<file path="config.mk">
export PLATFORM = sky130hd
export DESIGN_NAME = rf_multiport
export DESIGN_NICKNAME = d
export VERILOG_FILES = /design/src/rtl/rf_multiport.sv
export SDC_FILE = /design/constraint.sdc
export NUM_CORES = 2
export LEC_CHECK = 0
export BUFFER_PORTS_ARGS = -buffer_cell sky130_fd_sc_hd__buf_4
export CORE_MARGIN = 2
export CORE_UTILIZATION = 44
export CTS_BUF_LIST = sky130_fd_sc_hd__clkbuf_4
export CTS_CLUSTER_SIZE = 16
export DETAILED_ROUTE_END_ITERATION = 8
export HOLD_SLACK_MARGIN = 0.05
export MAX_ROUTING_LAYER = met4
export SKIP_CTS_REPAIR_TIMING = 1
export SLEW_MARGIN = 0
export SYNTH_ARGS = -nofsm -noshare
export SYNTH_HDL_FRONTEND = slang
export SYNTH_SLANG_ARGS = --single-unit
</file>
<file path="constraint.sdc">
create_clock -name clk -period 3.1 [get_ports clk]
set_input_delay 0.62 -clock clk [delete_from_list [all_inputs] [get_ports clk]]
set_output_delay 0.62 -clock clk [all_outputs]
set_load 0.02 [all_outputs]
</file>
<file path="src/rtl/rf_multiport.sv">
// rf_multiport -- multi-ported integer register file with write-to-read
// bypass, an optional hardwired zero register and a per-register
// pending-write scoreboard.
//
// Ports:
//   clk       clock; all state updates on the rising edge
//   rst       synchronous active-high reset; clears data and scoreboard
//   wen       per-write-port enable           [NUM_WR]
//   waddr     packed write indices            [NUM_WR*ADDR_WIDTH]
//   wdata     packed write data               [NUM_WR*DATA_WIDTH]
//   raddr     packed read indices             [NUM_RD*ADDR_WIDTH]
//   rdata     packed read data, combinational [NUM_RD*DATA_WIDTH]
//   sb_set    mark sb_addr as having a pending write
//   sb_addr   scoreboard set index            [ADDR_WIDTH]
//   rbusy     pending bit of each read index, combinational [NUM_RD]
//   busy_vec  full scoreboard state, registered [2**ADDR_WIDTH]
module rf_multiport #(
  parameter int ADDR_WIDTH = 5,
  parameter int DATA_WIDTH = 32,
  parameter int NUM_RD     = 2,
  parameter int NUM_WR     = 2,
  parameter int BYPASS     = 1,
  parameter int ZERO_REG   = 1
) (
  input  logic                           clk,
  input  logic                           rst,
  input  logic [NUM_WR-1:0]              wen,
  input  logic [NUM_WR*ADDR_WIDTH-1:0]   waddr,
  input  logic [NUM_WR*DATA_WIDTH-1:0]   wdata,
  input  logic [NUM_RD*ADDR_WIDTH-1:0]   raddr,
  output logic [NUM_RD*DATA_WIDTH-1:0]   rdata,
  input  logic                           sb_set,
  input  logic [ADDR_WIDTH-1:0]          sb_addr,
  output logic [NUM_RD-1:0]              rbusy,
  output logic [(1<<ADDR_WIDTH)-1:0]     busy_vec
);

  localparam int DEPTH = 1 << ADDR_WIDTH;

  logic [DATA_WIDTH-1:0] rf [DEPTH];
  logic [DEPTH-1:0]      pend;
  logic [DEPTH-1:0]      pend_next;

  logic [ADDR_WIDTH-1:0] waddr_a [NUM_WR];
  logic [DATA_WIDTH-1:0] wdata_a [NUM_WR];
  logic [ADDR_WIDTH-1:0] raddr_a [NUM_RD];
  // Write enables with dropped zero-register writes already removed.
  logic [NUM_WR-1:0]     wen_eff;

  for (genvar i = 0; i < NUM_WR; i++) begin : g_wr_unpack
    assign waddr_a[i] = waddr[i*ADDR_WIDTH +: ADDR_WIDTH];
    assign wdata_a[i] = wdata[i*DATA_WIDTH +: DATA_WIDTH];
    assign wen_eff[i] = wen[i] && !((ZERO_REG != 0) && (waddr_a[i] == '0));
  end

  for (genvar j = 0; j < NUM_RD; j++) begin : g_rd_unpack
    assign raddr_a[j] = raddr[j*ADDR_WIDTH +: ADDR_WIDTH];
  end

  // Scoreboard next state. A set in the same cycle as a retiring write
  // means a new producer was issued, so set has priority over clear.
  // Clear uses the raw enables; for the hardwired zero register the bit
  // is forced low anyway.
  always_comb begin
    logic set_a;
    logic clr_a;
    pend_next = pend;
    for (int a = 0; a < DEPTH; a++) begin
      set_a = sb_set && (sb_addr == ADDR_WIDTH'(a))
              && !((ZERO_REG != 0) && (a == 0));
      clr_a = 1'b0;
      for (int i = 0; i < NUM_WR; i++) begin
        if (wen[i] && (waddr_a[i] == ADDR_WIDTH'(a))) clr_a = 1'b1;
      end
      if (set_a)      pend_next[a] = 1'b1;
      else if (clr_a) pend_next[a] = 1'b0;
    end
    if (ZERO_REG != 0) pend_next[0] = 1'b0;
  end

  // State update. Ports are visited in ascending order, so the last
  // non-blocking assignment (highest-numbered port) wins on a conflict.
  always_ff @(posedge clk) begin
    if (rst) begin
      rf   <= '{default: '0};
      pend <= '0;
    end else begin
      for (int i = 0; i < NUM_WR; i++) begin
        if (wen_eff[i]) rf[waddr_a[i]] <= wdata_a[i];
      end
      pend <= pend_next;
    end
  end

  // Read ports: stored value, overridden by the highest-numbered matching
  // same-cycle write when bypass is enabled and reset is not asserted.
  for (genvar j = 0; j < NUM_RD; j++) begin : g_rd
    logic [DATA_WIDTH-1:0] rd_val;

    always_comb begin
      rd_val = rf[raddr_a[j]];
      if ((BYPASS != 0) && !rst) begin
        for (int i = 0; i < NUM_WR; i++) begin
          if (wen_eff[i] && (waddr_a[i] == raddr_a[j])) rd_val = wdata_a[i];
        end
      end
      if ((ZERO_REG != 0) && (raddr_a[j] == '0)) rd_val = '0;
    end

    assign rdata[j*DATA_WIDTH +: DATA_WIDTH] = rd_val;
    assign rbusy[j] = pend[raddr_a[j]];
  end

  assign busy_vec = pend;

endmodule

</file>
Word level (Yosys, flattened, before mapping)
Cells that the tools add are included.

storage, ports and cells
  RAM bits = 0
  memories = 0
  output and inout bits = 98
  bits of input ports = 94
  register bits = 1056
  memory bits (read-only) = 0
  bits in latches = 0

operators by class
  shifts and indexed selects = 0
  equal/unequal tests = 97
  multiply operators = 0
  divide/modulo/power cells = 0
  mux-type cells = 151
  reductions and logical operators = 138
  add/subtract/negate cells = 0
  magnitude comparators = 8
  bitwise operators = 4

operator list
  operator                                                                count
  1024-bit 2-to-1 mux                                                     3
  1024-bit bitwise mux                                                    2
  32-bit 2-to-1 mux                                                       14
  32-bit binary-select mux with 5-bit select                              2
  32-bit demux with 5-bit select                                          2
  5-bit equality test (second input constant)                             48
  1-bit 2-to-1 mux                                                        126
  5-bit by 4-bit equality test with 1-bit output (second input constant)  24
  1-bit logical AND                                                       101
  2-bit nonzero test                                                      31
  5-bit by 3-bit equality test with 1-bit output (second input constant)  12
  5-bit by 2-bit equality test with 1-bit output (second input constant)  6
  6-bit greater-or-equal comparator (second input constant)               4
  5-bit inverter with 6-bit output                                        4
  5-bit equality test                                                     4
  5-bit logical NOT                                                       4
  5-bit by 1-bit equality test with 1-bit output (second input constant)  3
  5-bit by 6-bit < comparator with 1-bit output (second input constant)   2
  6-bit by 1-bit < comparator with 1-bit output (second input constant)   2
  1-bit binary-select mux with 5-bit select                               2
  1-bit logical NOT                                                       2

Longest topological paths before layout
  word-level depth = 10
  depth in mapped cells = 9
  depth with buffers taken out = 5

Worst setup path after synthesis
Ideal clock, no wire load.

  kind = input to output
  start = input waddr[5]
  end = output rdata[0]
  cell stages on the path = 7
  required time = 2.480 ns
  setup slack = 0.043 ns
  arrival time = 2.437 ns
  path through = buf_2 > or4_4 > o211ai_2 > or2_1 > buf_6 > a21oi_4 > o32ai_1

on the way
  longest elaborated chain between the ends = 7
  elaborated cells on any way between the ends = 8
  those cells by class = eq/ne: 1; mux: 3; reduce/logical: 4

RTL lines
  what                 RTL line  source
  start: declaration   28        input logic [NUM_WR*ADDR_WIDTH-1:0] waddr,
  5-bit logical NOT    -
  1-bit logical NOT    53        assign wen_eff[i] = wen[i] && !((ZERO_REG != 0) && (waddr_a[i] == '0));
  1-bit logical AND    53
  1-bit logical AND *  104       if (wen_eff[i] && (waddr_a[i] == raddr_a[j])) rd_val = wdata_a[i];
  32-bit 2-to-1 mux *  104
  32-bit 2-to-1 mux *  102       if ((BYPASS != 0) && !rst) begin
  32-bit 2-to-1 mux *  107       if ((ZERO_REG != 0) && (raddr_a[j] == '0)) rd_val = '0;
  end: declaration     31        output logic [NUM_RD*DATA_WIDTH-1:0] rdata,

Every way passes the cells marked *; elsewhere a longest branch is shown, timed or not.

Final worst setup path
  start = register rf[554] (netlist name)
  end = output rdata[10]

on the way
  longest elaborated chain between the ends = 7

RTL lines
  what                                                    RTL line  source
  start: declaration                                      40        logic [DATA_WIDTH-1:0] rf [DEPTH];
  start signal: indexed assignment                        89        if (wen_eff[i]) rf[waddr_a[i]] <= wdata_a[i];
  32-bit binary-select mux with 5-bit select *            101       rd_val = rf[raddr_a[j]];
  32-bit 2-to-1 mux (not written as such) * (2 in a row)  101
  32-bit 2-to-1 mux (2 in a row)                          104
  32-bit 2-to-1 mux *                                     102
  32-bit 2-to-1 mux *                                     107

Every way passes the cells marked *; elsewhere a longest branch is shown, timed or not. The select of a mux whose other input is x is not followed.

==> flow_metrics.env <==
export IMPL_status="finished with violations"
export IMPL_violations="negative setup slack"
export IMPL_avgRoutedWirePerCell_um=32.22
export IMPL_drc_errors=0
export IMPL_syn_num_nets=7437
export IMPL_dpl_instance_area_um2=73790
export IMPL_p_leak_nw=30.12
export IMPL_r2r_cells=4
export IMPL_holdCritPathClass="primary input to flip-flop"
export IMPL_yosysTopAreaCell="dfxtp_1"
export IMPL_slowest_delay_ns=0.47
export IMPL_fin_crit_sh_pct=122.2
export IMPL_die_h_um=391.5
export IMPL_slowest_stage="mux4_2"
export IMPL_setup_viol=66
export IMPL_drt_initial_drc_count=9907
export IMPL_grt_max_degree=220
export IMPL_hold_end="rf[32]"
export IMPL_fill_cells=13300
export IMPL_totalWireLength_mm=317.9
export IMPL_p_per_area_nw_per_um2=412.3
export IMPL_power_mw=33.21
export IMPL_place_ws_ns=-0.6449
export IMPL_ir_drop_v=0.0003663
export IMPL_io_pins=192
export IMPL_ctsHtreeMaxLevel=5
export IMPL_grt_ovfl_total=0
export IMPL_final_core_utilization_pct=53.90
export IMPL_via_per_inst=6.942
export IMPL_post_place_cells=9215
export IMPL_maxCapViolations=0
export IMPL_rrSetupSlack_ns=1.18
export IMPL_path_delay_family="multiplexers"
export IMPL_worst_pin_slew_ns=1.459
export IMPL_num_vias=68510
export IMPL_clockBufferDepth=4
export IMPL_port_buffers=190
export IMPL_maxSlewHeadroom_pct=2.720
export IMPL_ys_async_sr_fraction_pct=0
export IMPL_r2r_end="busy_vec[4]"
export IMPL_rows=142
export IMPL_hpwlAfterDp_mm=196.2
export IMPL_drive_gt1_share_pct=30.60
export IMPL_start_util_pct=44.22
export IMPL_clockRootBuffer="clkbuf_4"
export IMPL_synth_most_common_cell="dfxtp_1"
export IMPL_routabilityCongestion=0.9934
export IMPL_synth_avg_cell_area_um2=8.999
export IMPL_clock_sinks=1055
export IMPL_nets=7721
export IMPL_antenna_found_initial=10
export IMPL_synth_area_um2=66080
export IMPL_r2r_start="busy_vec[4]"
export IMPL_holdPathStages=3
export IMPL_cts_tree="built"
export IMPL_final_cell_area_um2=80540
export IMPL_max_freq_mhz=264.1
export IMPL_cts_buffers=321
export IMPL_synth_seq_cells=1055
export IMPL_yosysSeqAreaShare_pct=31.96
export IMPL_area_growth_synth_to_final_pct=21.88
export IMPL_crit_type="flip-flop to output port"
export IMPL_die_x_um=391.5
export IMPL_grt_first_pass_wirelength_mm=449.3
export IMPL_critPathRequiredTime_ns=2.48
export IMPL_synth_cells=7343
export IMPL_rsz0062_at_grt="yes"
export IMPL_core_um2=149400
export IMPL_grt_pass1_vias=64230
export IMPL_worst_slack_ns=-0.6869
export IMPL_hold_viol_final=0
export IMPL_instances_no_fill=9869
export IMPL_synth_top_flop_cell="dfxtp_1"
export IMPL_end_kind="output port"
export IMPL_crit_fanout=3
export IMPL_drtPass1Iterations=9
export IMPL_worstPathArrival_ns=3.17
export IMPL_slew_violations=0
export IMPL_min_period_ns=3.787
export IMPL_synthTopCellsByCount="dfxtp_1 (1,055), nor2_1 (1,037), mux2i_1 (825), a211oi_1 (701), clkbuf_1 (695)"
export IMPL_crit_path_start_kind="flip-flop"
export IMPL_clkTransAtPathRegs_ns=0.06
export IMPL_synth_top_area_share_pct=31.96
export IMPL_hold_start="rst"
export IMPL_path_buf_inv=2
export IMPL_synth_cell_types=56
export IMPL_yosysWarnings=0
export IMPL_die_area_um2=153300
export IMPL_grt_util_all_layers_pct=40.95
export IMPL_insertion_delay_ns=1.39
export IMPL_crit_top_cell="buf_6"
export IMPL_clock_skew_ns=0
export IMPL_ant_nets=0
export IMPL_synth_edf_count=0
export IMPL_crit_chain="mux4_2 > a22oi_2 > nand2_2 > nor3_4 > buf_6 > o32ai_4 > buf_6"
export IMPL_synth_area_top_cells="dfxtp_1 (32%), mux2i_1 (12%), mux4_2 (9.3%)"
[layout make-up]
class                   instances  area [um2]  share of cell area, %
multi-input cells            5275       42650                  52.96
inverters                      32       120.1                 0.1491
clock inverters                61       314.1                 0.3900
clock buffers                 469        3521                  4.372
flip-flops and latches       1055       21250                  26.38
diodes                         19       47.55                0.05904
repair buffers                942       10110                  12.56
well taps                    2016        2522                  3.132
[cells by family after synthesis]
kind of cell / Yosys count / synth area share (%)
simple gates: 2208 / 14.35
compound gates: 1623 / 19.43
mux: 1423 / 27.36
flops: 1055 / 31.96
buf+inv: 1013 / 6.627
xor+xnor: 20 / 0.2651
other cells: 1 / 0.005675
[how the worst max path moves through the flow]
stage / startpoint / end / slack, ns / cells past startpoint
finish: rf[554] / rdata[10] / -0.69 / 7
global route: rf[554] / rdata[10] / -0.79 / 7
CTS: rf[547] / rdata[3] / -1.07 / 7
detailed placement: raddr[1] / rdata[10] / -0.64 / 10
global placement: raddr[1] / rdata[10] / -0.66 / 10
floorplan: waddr[5] / rdata[0] / 0.04 / 7
[cells in the final DEF, fill, tap and decap left out, types with 43 or more instances in the layout]
cell type      instances
nor2_1              1036
dfxtp_1              957
mux2i_1              825
a211oi_1             687
buf_4                584
clkbuf_4             469
nand2_1              399
nand3_1              355
a311oi_1             355
mux2_2               296
mux4_2               274
buf_12               209
o22ai_1              127
dlygate4sd3_1        116
a22oi_2              102
nor3_1               100
dfxtp_2               97
nor3_2                76
a22o_1                64
a31oi_1               64
o21ai_0               63
nor2b_1               62
clkinv_1              49
nand2_2               43
[where the power goes]
group	internal (mW)	total [mW]	switching (mW)
sequential	13.8	14.0	0.208
clock	7.10	13.8	6.66
combinational	2.05	5.41	3.36
total	23.0	33.2	10.2
[flip-flops by register name (all words and copies together) (netlist names)]
register and cells:
rf 1024, busy_vec 31
[per-layer routing]
layer  routed length [um]  GRT usage, %  vias up
li1                     -             -    28350
met1               114600         49.13    33170
met2               134800         57.76     5487
met3                43250         13.09     1507
met4                25290         29.08        0
met5                    0             -        -
[through the flow]
| stage | hold slack, ns | setup TNS, ns |
|---|---|---|
| floorplan | 0.4509 | 0 |
| global placement | 0.4632 | -17.38 |
| detailed placement | 0.4686 | -17.71 |
| CTS | -0.4450 | -47.48 |
| global route | 0.04042 | -42.07 |
| finish | 0.01678 | -37.01 |
[tightest hold or removal path, stage by stage]
cell	delay, ns
buf_8	0.14
buf_12	0.22
a211oi_1	0.25
(Power assumes the default switching activity.)
